## src/rtl/irq_arbiter16.sv

```systemverilog
// 16-source edge-capturing interrupt arbiter with a registered one-hot grant held until ack.
// Round-robin by default; define IRQ_ARB_FIXED_PRIO_EN for fixed lowest-index-wins priority.
module irq_arbiter16 (
    input  logic        clk,
    input  logic        rst_n,
    input  logic        en,
    input  logic [15:0] irq,
    input  logic        mask_wr,
    input  logic [15:0] mask_in,
    input  logic        ack,
    output logic [15:0] gnt,
    output logic        gnt_valid,
    output logic [15:0] pending
);
    typedef enum logic {IDLE, HOLD} state_t;

    state_t      state;
    state_t      next_state;
    logic [15:0] irq_q;
    logic [15:0] mask;
    logic [15:0] rise;
    logic [15:0] eligible;
    logic [15:0] clr;
    logic [15:0] pending_next;
    logic [3:0]  start;
    logic [3:0]  cand;
    logic [3:0]  win_idx;
    logic        grant_now;
    logic        ack_now;

    assign rise     = irq & ~irq_q;
    assign eligible = pending & ~mask;

    // A new rising edge on the acked bit wins over the clear, so it is never lost.
    assign pending_next = (pending & ~clr) | rise;

`ifdef IRQ_ARB_FIXED_PRIO_EN
    assign start = 4'd0;
`else
    logic [3:0] ptr;
    logic [3:0] gnt_idx;

    assign start = ptr;

    always_ff @(posedge clk or negedge rst_n) begin
        if (!rst_n) begin
            ptr     <= 4'd0;
            gnt_idx <= 4'd0;
        end else begin
            if (grant_now)
                gnt_idx <= win_idx;
            if (ack_now)
                ptr <= gnt_idx + 4'd1;
        end
    end
`endif

    // Descending scan so the candidate closest to start is the one left in win_idx.
    always_comb begin
        win_idx = 4'd0;
        cand    = 4'd0;
        for (int i = 15; i >= 0; i--) begin
            cand = start + 4'(i);
            if (eligible[cand])
                win_idx = cand;
        end
    end

    always_ff @(posedge clk or negedge rst_n) begin
        if (!rst_n)
            state <= IDLE;
        else
            state <= next_state;
    end

    always_comb begin
        next_state = state;
        case (state)
            IDLE:    if (en && (eligible != 16'h0000)) next_state = HOLD;
            HOLD:    if (ack) next_state = IDLE;
            default: next_state = IDLE;
        endcase
    end

    always_comb begin
        grant_now = 1'b0;
        ack_now   = 1'b0;
        clr       = 16'h0000;
        case (state)
            IDLE: grant_now = en && (eligible != 16'h0000);
            HOLD: begin
                ack_now = ack;
                if (ack)
                    clr = gnt;
            end
            default: ;
        endcase
    end

    always_ff @(posedge clk or negedge rst_n) begin
        if (!rst_n) begin
            irq_q     <= 16'h0000;
            mask      <= 16'hFFFF;
            pending   <= 16'h0000;
            gnt       <= 16'h0000;
            gnt_valid <= 1'b0;
        end else begin
            irq_q   <= irq;
            pending <= pending_next;
            if (mask_wr)
                mask <= mask_in;
            if (grant_now) begin
                gnt       <= 16'h0001 << win_idx;
                gnt_valid <= 1'b1;
            end else if (ack_now) begin
                gnt       <= 16'h0000;
                gnt_valid <= 1'b0;
            end
        end
    end
endmodule

```

## config.mk

```make
export PLATFORM = sky130hd
export DESIGN_NAME = irq_arbiter16
export DESIGN_NICKNAME = d
export VERILOG_FILES = /design/src/rtl/irq_arbiter16.sv
export SDC_FILE = /design/constraint.sdc
export NUM_CORES = 1
export LEC_CHECK = 0
export BUFFER_PORTS_ARGS = -buffer_cell sky130_fd_sc_hd__buf_4
export CAP_MARGIN = 20
export CORE_MARGIN = 3
export CORE_UTILIZATION = 50
export CTS_BUF_LIST = sky130_fd_sc_hd__clkbuf_16
export DETAILED_ROUTE_END_ITERATION = 16
export PLACE_DENSITY = 0.81
export RECOVER_POWER = 50
export SYNTH_ARGS = -nofsm -noshare
export SYNTH_HDL_FRONTEND = slang
export SYNTH_SLANG_ARGS = --single-unit
```

## constraint.sdc

```tcl
create_clock -name clk -period 11.36 [get_ports clk]
set_input_delay 2.84 -clock clk [delete_from_list [all_inputs] [get_ports clk]]
set_output_delay 2.84 -clock clk [all_outputs]
set_load 0.05 [all_outputs]
```

* Word-level counts from Yosys, hierarchy flattened
Cells that the tools add are included.
** Word-level totals
- Logic and storage cells :: 111
- Register bits after elaboration :: 74
- Input bits :: 37
** Operators by class
- Shift-type cells :: 1
- Reductions and logical operators :: 3
- Add/sub/neg operators :: 16
- $lt $le $gt $ge :: 16
- Bitwise logic cells :: 8
- Mux-type cells :: 59
** Operators with widths (count)
- 4-bit by 5-bit less-than comparator with 1-bit output, second input constant :: 16
- 1-bit binary-select mux with 4-bit select :: 16
- 16-bit two-way mux :: 4
- 4-bit two-way mux :: 16
- 16-bit bitwise AND :: 3
- 16-bit inverter :: 3
- 4-bit adder, second input constant :: 8
- 1-bit two-way mux :: 22
- 4-bit by 3-bit adder with 4-bit output, second input constant :: 4
- 16-bit OR :: 1
- 16-bit nonzero test :: 1
- 1-bit by 4-bit left shift with 16-bit output, first input constant :: 1
- 4-bit by 1-bit adder with 4-bit output, second input constant :: 2
- 4-bit by 2-bit adder with 4-bit output, second input constant :: 2
- 1-bit one-hot mux with 2 select lines :: 1
- 2-bit nonzero test :: 1
- 1-bit logical AND :: 1
- 1-bit inverter :: 1

* Longest topological paths before layout
Gate-level depths: netlist of run 1.
- Depth after elaboration :: 22
- Mapped depth :: 14
- Depth with buffers taken out :: 11

* Worst setup path after synthesis of run 1
OpenSTA, ideal clock, no wires.
- Kind :: input port to flip-flop
- Start :: input ack
- End :: register gnt[6]
- Library setup time :: 92 ps
- Buffers on the path :: 2
- Path slack :: 7388 ps
- Data arrival time :: 3880 ps
- Required time :: 11268 ps
- Stages :: 6
- Path through :: and2_1 > clkbuf_1 > nor2_1 > clkbuf_1 > nand2_1 > o31ai_2
** Between the ends
- Longest elaborated chain between the ends :: 2
** Ends and longest elaborated chain
- start: declaration :: RTL line 10 : input logic ack,
- 1-bit two-way mux :: RTL line 89 : case (state)
- 2-bit nonzero test (no line)
- end signal: assignment :: RTL line 113 : gnt <= 16'h0001 << win_idx;
- end: declaration :: RTL line 11 : output logic [15:0] gnt,
No other way between the ends.
A chain may end at the register's enable or synchronous reset.

==> impl_metrics.toml, run 1 <==
[critical_path]
critical_path.slowest_cell = "sky130_fd_sc_hd__clkbuf_1"
r2r_slack_ns = 5.72
timing.critical_path.max_delay_family = "buffers and inverters"
crit_chain = "clkbuf_1"
max_stage_delay_ns = 2.64
setup.worst_path.end_class = "async pin"
critical_path_peak_fanout = 74
worst_ep_required_time_ns = 10.62
cp_class = "in -> async"
worstPathArrival_ns = 5.50
timing.critical_path.from_type = "input port"
path_buf_inv = 1

[layout]
nNetsFinal = 656
drive_above_1_share_pct = 25.49
finalNonFillerCells = 752
final-seq-area_um2 = 1873
multi_input_comb_area_um2 = 3405
antennaDiodeCount = 0
syn2layout_area_growth_pct = 15.08
fillerInstances = 858

[sta]
finalHoldViolCount = 0
final_max_slew_viol_count = 75
max_slew.worst_pin.slew_ns = 3.824
rsz0062_at_grt = "no"
finalSetupViolCount = 0
setup_skew_ns = 0.005999
setup_tns_ns = 0
max_clock_freq_mhz = 160.3
final_min_period_over_clock_period_pct = 54.91
period_needed_ns = 6.238
max-slew-margin-rel_pct = -154.9

[clock_network]
post_cts_repair_resize_count = 0
cts-hold-fix-buffers = 0
postCtsSetupBuffers = 0
tritoncts.num_buffers = 9
clock_tree_root_driver_cell = "sky130_fd_sc_hd__clkbuf_16"
clock-sinks = 74
cts_tree = "done"
cts_max_path_buffers = 2
ctsHtreeMaxLevel = 3
cts.clk_slew.worst_paths_ns = 0.06
worst_skew_pair.late_latency_ns = 0.33

[global_route]
grt_first_pass_wirelength_mm = 26.67
gr-usage-all-layers_pct = 27.13
antenna_found_initial = 0
grt_start_max_net_pins = 75
first_global_vias = 4866
grt_overflow = 0

[routing]
routed_via_density = 6.598
drtAntennaViolNets = 0
drt_first_iter_violations = 494
routedWlPerCell_um = 22.06
vias_post_dr = 4962
first_pass_iters = 6
routed_wirelength_mm = 16.59
drcViolationCount = 0

[synth]
synth_async_sr_flop_share_pct = 100.0
synth_top_cell_area_share_pct = 26.27
edff_count_synth = 0
postSynthNetCount = 602
dominantRegCellSynth = "sky130_fd_sc_hd__dfrtp_1"
cell_with_the_most_instances_after_synthesis = "sky130_fd_sc_hd__nand2_1"
post_synth_main_area_contributors = "sky130_fd_sc_hd__dfrtp_1 (26%), sky130_fd_sc_hd__mux4_2 (7.7%), sky130_fd_sc_hd__dfstp_2 (7.6%), sky130_fd_sc_hd__mux2_2 (6.1%), sky130_fd_sc_hd__mux2i_1 (5.1%)"
yosys_warnings = 0
ys_seq_area_share_pct = 33.88
synthesis.instances = 557
ys_seq_elements = 74
syn-mean-instance-area_um2 = 9.920
number_of_library_cell_types_mapped_by_synthesis = 78
yosys.area.top_type = "sky130_fd_sc_hd__dfrtp_1"
netlist_top_cells_count = "sky130_fd_sc_hd__nand2_1 (72), sky130_fd_sc_hd__dfrtp_1 (58), sky130_fd_sc_hd__mux2_2 (30), sky130_fd_sc_hd__mux2i_1 (28), sky130_fd_sc_hd__nor2_1 (24)"
synth_area_um2 = 5525

[placement]
gp_congestion = 1.002
place.detailed.instances = 736
port-buffer-count = 69
detailedPlacementHpwl_mm = 12.40

[worst_hold_path]
worst_hold_path_type = "reg -> reg"

[die]
core_area_um2 = 10560
ioPinCount = 70
fp.dieArea_um2 = 12350
initial_utilization_pct = 52.35
die_h_um = 111.1
fp-row-count = 37
fp.dieW_um = 111.1

[outcome]
status = "complete, but fails checks"
failed_checks = "max-capacitance violations, max-slew violations"

[job]
max_cap_viol = 1
[path summary, 6_finish.rpt]
check | start | endpoint | cells after the start
max | rst_n | ptr[0]$_DFFE_PN0P_ | 1
min | irq_q[2]$_DFF_PN0_ | pending[2]$_DFF_PN0_ | 1
max reg2reg | ptr[1]$_DFFE_PN0P_ | gnt[8]$_DFFE_PN0P_ | 11
min reg2reg | irq_q[2]$_DFF_PN0_ | pending[2]$_DFF_PN0_ | 1
max in group clk | ptr[1]$_DFFE_PN0P_ | gnt[8]$_DFFE_PN0P_ | 11
min in group asynchronous | rst_n | gnt[7]$_DFFE_PN0P_ | 1
[sequential cells by signal, summed over array words and instances (netlist names)]
signal / count
gnt_valid: 1
ptr: 4
gnt: 16
mask: 16
state: 1
pending: 16
irq_q: 16
gnt_idx: 4
[cell families after synthesis]
family / Yosys count / share of synthesized area [%]
AO/OA/AOI/OAI: 137 / 17.66
XOR/XNOR: 20 / 3.442
adder cells (fa/ha/maj): 8 / 1.812
buffers and inverters: 53 / 4.506
flip-flops: 74 / 33.88
multiplexers: 81 / 20.40
AND/OR/NAND/NOR: 184 / 18.30
[cell type report]
type	count	share of cell area [%]
repair buffers	71	7.910
multi-input cells	430	53.54
flip-flops and latches	74	29.46
inverters	25	1.515
well taps	136	2.676
clock inverters	7	1.358
clock buffers	9	3.542
[placed cells by master, fill, tap and decap left out, drive strengths merged, types with 4 or more instances in the layout]
cell	count
o211ai	5
nor2	24
ha	8
o22ai	7
a2111oi	9
clkbuf	27
xor2	7
a21oi	21
dfstp	16
buf	53
nor4	11
a211oi	5
o21ai	26
nor4b	6
and4b	6
a21o	5
nor4bb	10
dfrtp	58
inv	27
nand2b	14
or4	4
nand2	72
nor2b	19
o31ai	17
xnor2	13
mux2	31
mux4	21
mux2i	29
a22oi	6
nor3b	5
[per-stage QoR]
step	cell area [um^2]	hold WS [ns]	setup WS (ns)	util, %
detailed placement	6077	0.4096	5.908	57.57
global route	6359	0.4413	4.383	60.24
global placement	6077	0.4014	6.179	57.57
CTS	6389	0.4193	5.854	60.53
finish	6359	0.4165	5.122	60.24
floorplan	5525	0.3996	7.388	-
[per-layer routing]
metal / up-vias / GRT usage, % / part of all wire (%) / wire (um)
met3: 53 / 6.332 / 9.8 / 1629
met1: 2397 / 36.37 / 40 / 6657
met5: - / 0 / 0 / 0
met4: 0 / 9.165 / 3.5 / 584
li1: 2226 / - / - / -
met2: 286 / 43.49 / 47 / 7721
Power of run 1 is not shown: default switching activity piles up to over one toggle a cycle in this logic, so the estimate is an artifact.
==> inputs of run 2 (changes only) <==
Settings changed: PLACE_DENSITY 0.81 to 0.84.
Clock period 11.36 ns to 5.6 ns, I/O delays scaled along.
==> run 2 against run 1 <==
  * Design area is 1.1% higher
  * Critical path depth is 11 higher
  * Via count is 4.0% higher
  * Count of clock-buffer cells in the layout stayed put
  * Highest routed layer unchanged
  * Routed wire length is 6.5% higher
  * Sequential share of layout area is 0.32 points lower
  * Die area stayed put
  * Clock skew is 0.0075 ns higher
  * The run now ends clean
  * Register-to-register slack worse by 4.6 ns
  * Global-route usage is 1.2 points higher
  * Core utilization is 0.66 points higher
==> impl_metrics.toml, run 2 (synthesis results as in run 1) <==
[worst_hold_path]
worst_hold_path_type = "reg -> reg"
holdCritStartpoint = "irq_q[0]$_DFF_PN0_"

[job]
max_cap_viol = 0

[clock_network]
postCtsSetupBuffers = 0
post_cts_repair_resize_count = 0
cts_tree = "done"
cts-hold-fix-buffers = 0
tritoncts.num_buffers = 9
ctsHtreeMaxLevel = 3
worst_skew_pair.late_latency_ns = 0.34
cts_max_path_buffers = 2
clock_tree_root_driver_cell = "sky130_fd_sc_hd__clkbuf_16"
clock-sinks = 74
cts.clk_slew.worst_paths_ns = 0.06

[critical_path]
crit_chain = "inv_1 > ha_1 > and4b_1 > nor4_1 > buf_4 > a2bb2oi_1 > o21ai_1 > a2111oi_0 > o211ai_1 > and4b_1 > o21ai_1 > o31ai_1"
worst_ep_required_time_ns = 5.79
worst_r2r_startpoint = "ptr[1]$_DFFE_PN0P_"
worstPathArrival_ns = 4.71
cp_class = "reg -> reg"
critical_path.slowest_cell = "sky130_fd_sc_hd__ha_1"
critical_path_peak_fanout = 25
startpoint = "ptr[1]$_DFFE_PN0P_"
timing.critical_path.from_type = "flop"
max_stage_delay_ns = 0.58
setup.worst_path.end_class = "flop"

[layout]
syn2layout_area_growth_pct = 16.35
drive_above_1_share_pct = 26.56
final_cell_mix = "sky130_fd_sc_hd__nand2_1 (72), sky130_fd_sc_hd__buf_4 (63), sky130_fd_sc_hd__dfrtp_1 (57), sky130_fd_sc_hd__mux2_2 (30), sky130_fd_sc_hd__mux2i_1 (28)"
nNetsFinal = 665
antennaDiodeCount = 0
final_common_cell = "sky130_fd_sc_hd__nand2_1"
fillerInstances = 849

[routing]
routed_wirelength_mm = 17.67
drtAntennaViolNets = 0
routedWlPerCell_um = 23.22
drcViolationCount = 0
vias_post_dr = 5160
first_pass_iters = 6
drt_first_iter_violations = 668
routed_via_density = 6.781

[global_route]
antenna_found_initial = 0
first_global_vias = 5081
grt_overflow = 0
grt_first_pass_wirelength_mm = 27.89
gr-usage-all-layers_pct = 28.33
grt_start_max_net_pins = 75

[sta]
max_clock_freq_mhz = 221.1
period_needed_ns = 4.523
finalHoldViolCount = 0
setup_skew_ns = 0.01349
final_min_period_over_clock_period_pct = 80.78
rsz0062_at_grt = "no"
setup_tns_ns = 0
final_max_slew_viol_count = 0
finalSetupViolCount = 0
max-slew-margin-rel_pct = 34.03
max_slew.worst_pin.slew_ns = 0.9859

[placement]
detailedPlacementHpwl_mm = 13.00
gp_congestion = 1.065
port-buffer-count = 69

[die]
ioPinCount = 70
core_area_um2 = 10560
fp.dieArea_um2 = 12350
initial_utilization_pct = 52.35
fp.dieW_um = 111.1
die_h_um = 111.1
fp-row-count = 37

[outcome]
status = "completed"
==> run 2: stage by stage <==
stage / cell area, um^2 / cells / hold slack [ns] / setup slack [ns] / util [%]
3_5_place_dp: 6145 / 745 / 0.4111 / 1.339 / 58.21
6_report: 6429 / 761 / 0.4056 / 1.077 / 60.91
2_1_floorplan: 5525 / 557 / 0.3996 / 1.679 / -
4_1_cts: 6455 / 761 / 0.4123 / 1.217 / 61.15
5_1_grt: 6429 / 761 / 0.4475 / 0.8135 / 60.91
3_3_place_gp: 6145 / 745 / 0.4027 / 1.458 / 58.21
==> run 2: final cells by class <==
class / count / area, um^2 / area share (%)
clock inverters: 7 / 85.08 / 1.323
clock buffers: 9 / 225.2 / 3.503
inverters: 25 / 96.34 / 1.499
flip-flops and latches: 74 / 1873 / 29.14
well taps: 136 / 170.2 / 2.647
multi-input cells: 430 / 3405 / 52.96
repair buffers: 80 / 574.3 / 8.933
==> run 2: critical path: cells and delay by family, from the launching register on <==
family / cells / cell delay, ns
adder cells (fa/ha/maj): 1 / 0.58
buffers and inverters: 2 / 0.56
AND/OR/NAND/NOR: 3 / 0.98
flip-flops: 1 / 0.37
AO/OA/AOI/OAI: 6 / 1.87
==> run 2: metal layers <==
metal / track usage [%] / vias to the layer above / part of all wire [%]
met2: 45.23 / 353 / 47
met5: 0 / - / 0
li1: - / 2234 / -
met3: 7.860 / 80 / 10
met4: 11.76 / 0 / 4.3
met1: 36.41 / 2493 / 39
==> run 2: final timing paths <==
path,end,slack (ns),cells past startpoint
max in group asynchronous,ptr[0]$_DFFE_PN0P_,3.80,1
min in group asynchronous,gnt[1]$_DFFE_PN0P_,1.19,1
setup reg to reg,gnt[3]$_DFFE_PN0P_,1.08,12
hold / removal,pending[0]$_DFF_PN0_,0.41,1
hold reg to reg,pending[0]$_DFF_PN0_,0.41,1
setup / recovery,gnt[3]$_DFFE_PN0P_,1.08,12
Power of run 2 is left out for the same reason.
==> inputs of run 3 (changes only) <==
Settings changed: PLACE_DENSITY 0.84 to 0.81.
Clock period 5.6 ns to 4.3 ns, I/O delays scaled along.
==> run 3 against run 2 <==
  * The flow now finishes with violations (max-capacitance violations, max-slew violations)
  * Routed wire length rose by 1.7%
  * Core utilization rose by 0.76 points
  * Sequential share of layout area fell by 0.36 points
  * Fmax rose by 7.9%
  * Via count fell by 1.1%
  * Critical path depth fell by 1
  * Non-clock buffer count rose by 11
  * Highest routed layer unchanged
==> impl_metrics.toml, run 3 (synthesis results as in run 1) <==
[critical_path]
crit_chain = "inv_4 > ha_1 > xnor2_1 > a2111oi_1 > or4_1 > mux2_2 > a21oi_2 > o311ai_1 > a41o_1 > or4_4 > o31ai_1"
cp_class = "reg -> reg"
timing.critical_path.from_type = "flop"
worst_ep_required_time_ns = 4.53
max_stage_delay_ns = 0.71
path_buf_inv = 1
setup.worst_path.end_class = "flop"
critical_path.slowest_cell = "sky130_fd_sc_hd__or4_1"
r2r_slack_ns = 0.11
critical_path_peak_fanout = 10
timing.critical_path.max_delay_family = "simple AND/OR/NAND/NOR gates"
worstPathArrival_ns = 4.42

[sta]
setup_skew_ns = 0.004898
final_max_slew_viol_count = 75
period_needed_ns = 4.194
max-slew-margin-rel_pct = -18.01
final_min_period_over_clock_period_pct = 97.53
max_slew.worst_pin.slew_ns = 1.770
max_clock_freq_mhz = 238.5
finalSetupViolCount = 0
finalHoldViolCount = 0

[layout]
nNetsFinal = 676
fillerInstances = 875
syn2layout_area_growth_pct = 17.80
drive_above_1_share_pct = 28.30
final-seq-area_um2 = 1873
final_cell_area_um2 = 6509
final_cell_mix = "sky130_fd_sc_hd__nand2_1 (72), sky130_fd_sc_hd__buf_4 (72), sky130_fd_sc_hd__dfrtp_1 (57), sky130_fd_sc_hd__mux2_2 (30), sky130_fd_sc_hd__mux2i_1 (28)"
multi_input_comb_area_um2 = 3417
antennaDiodeCount = 0

[clock_network]
worst_skew_pair.late_latency_ns = 0.33
postCtsSetupBuffers = 0
clock_tree_root_driver_cell = "sky130_fd_sc_hd__clkbuf_16"
cts_tree = "done"
clock-sinks = 74
cts-hold-fix-buffers = 0
cts_max_path_buffers = 2
cts.clk_slew.worst_paths_ns = 0.05
ctsHtreeMaxLevel = 3
tritoncts.num_buffers = 9

[placement]
gp_congestion = 0.9917
cell_area_after_placement_um2 = 6240
port-buffer-count = 69
detailedPlacementHpwl_mm = 13.52

[die]
core_area_um2 = 10560
fp.dieW_um = 111.1
die_h_um = 111.1
initial_utilization_pct = 52.35
fp.dieArea_um2 = 12350
fp-row-count = 37
ioPinCount = 70

[routing]
routed_wirelength_mm = 17.97
vias_post_dr = 5101
drt_first_iter_violations = 490
routed_via_density = 6.608
drtAntennaViolNets = 0
routedWlPerCell_um = 23.28
drcViolationCount = 0
first_pass_iters = 5

[global_route]
antenna_found_initial = 0
grt_overflow = 0
grt_start_max_net_pins = 75
grt_first_pass_wirelength_mm = 28.19
first_global_vias = 5080
gr-usage-all-layers_pct = 28.77

[job]
max_cap_viol = 1

[outcome]
status = "complete, but fails checks"
failed_checks = "max-capacitance violations, max-slew violations"

[worst_hold_path]
worst_hold_path_type = "reg -> reg"
run 3: cell types whose count changed in the layout (fill, tap and decap cells not counted), sizes merged:
cell | before | now
buf | 63 | 73
clkbuf | 26 | 27
inv | 27 | 28
bufinv | 2 | 1
run 3: worst paths after layout:
| kind | from | to | depth (start not counted) |
|---|---|---|---|
| worst max-delay path | ptr[0]$_DFFE_PN0P_ | gnt[0]$_DFFE_PN0P_ | 11 |
| worst min-delay path | irq_q[15]$_DFF_PN0_ | pending[15]$_DFF_PN0_ | 1 |
| worst max register to register | ptr[0]$_DFFE_PN0P_ | gnt[0]$_DFFE_PN0P_ | 11 |
| min in group asynchronous | rst_n | gnt[1]$_DFFE_PN0P_ | 1 |
| worst min register to register | irq_q[15]$_DFF_PN0_ | pending[15]$_DFF_PN0_ | 1 |
| max in group asynchronous | rst_n | ptr[0]$_DFFE_PN0P_ | 1 |
run 3: final cells by class:
cell class,count,share of cell area (%)
Clock inverter,7,0.8651
Inverter,25,1.480
Timing Repair Buffer,91,10.30
Multi-Input combinational cell,430,52.50
Clock buffer,9,3.460
Tap cell,136,2.614
Sequential cell,74,28.78
run 3: layer usage:
| metal | track usage (%) | wire length (um) | part of all wire [%] | vias to the layer above |
|---|---|---|---|---|
| met1 | 38.29 | 7427 | 41 | 2524 |
| met4 | 12.17 | 786 | 4.4 | 0 |
| met5 | 0 | 0 | 0 | - |
| li1 | - | - | - | 2256 |
| met2 | 47.41 | 8528 | 47 | 265 |
| met3 | 3.766 | 1230 | 6.8 | 56 |
run 3: through the flow:
step / cells / setup TNS (ns) / hold slack (ns) / utilization (%) / worst slack [ns]
floorplan: 557 / 0 / 0.3996 / - / 0.3788
global placement: 756 / 0 / 0.4021 / 59.12 / 0.3878
detailed placement: 756 / 0 / 0.4158 / 59.12 / 0.1866
CTS: 772 / 0 / 0.4292 / 61.78 / 0.1678
global route: 772 / -0.009827 / 0.4389 / 61.66 / -0.009827
finish: 772 / 0 / 0.4235 / 61.66 / 0.1063
run 3: what timing repair did:
action	4_1_cts	5_1_grt
setup endpoints to repair	0	4
resized for setup	0	4
endpoints found under the hold margin	0	0
Power of run 3 is left out for the same reason.
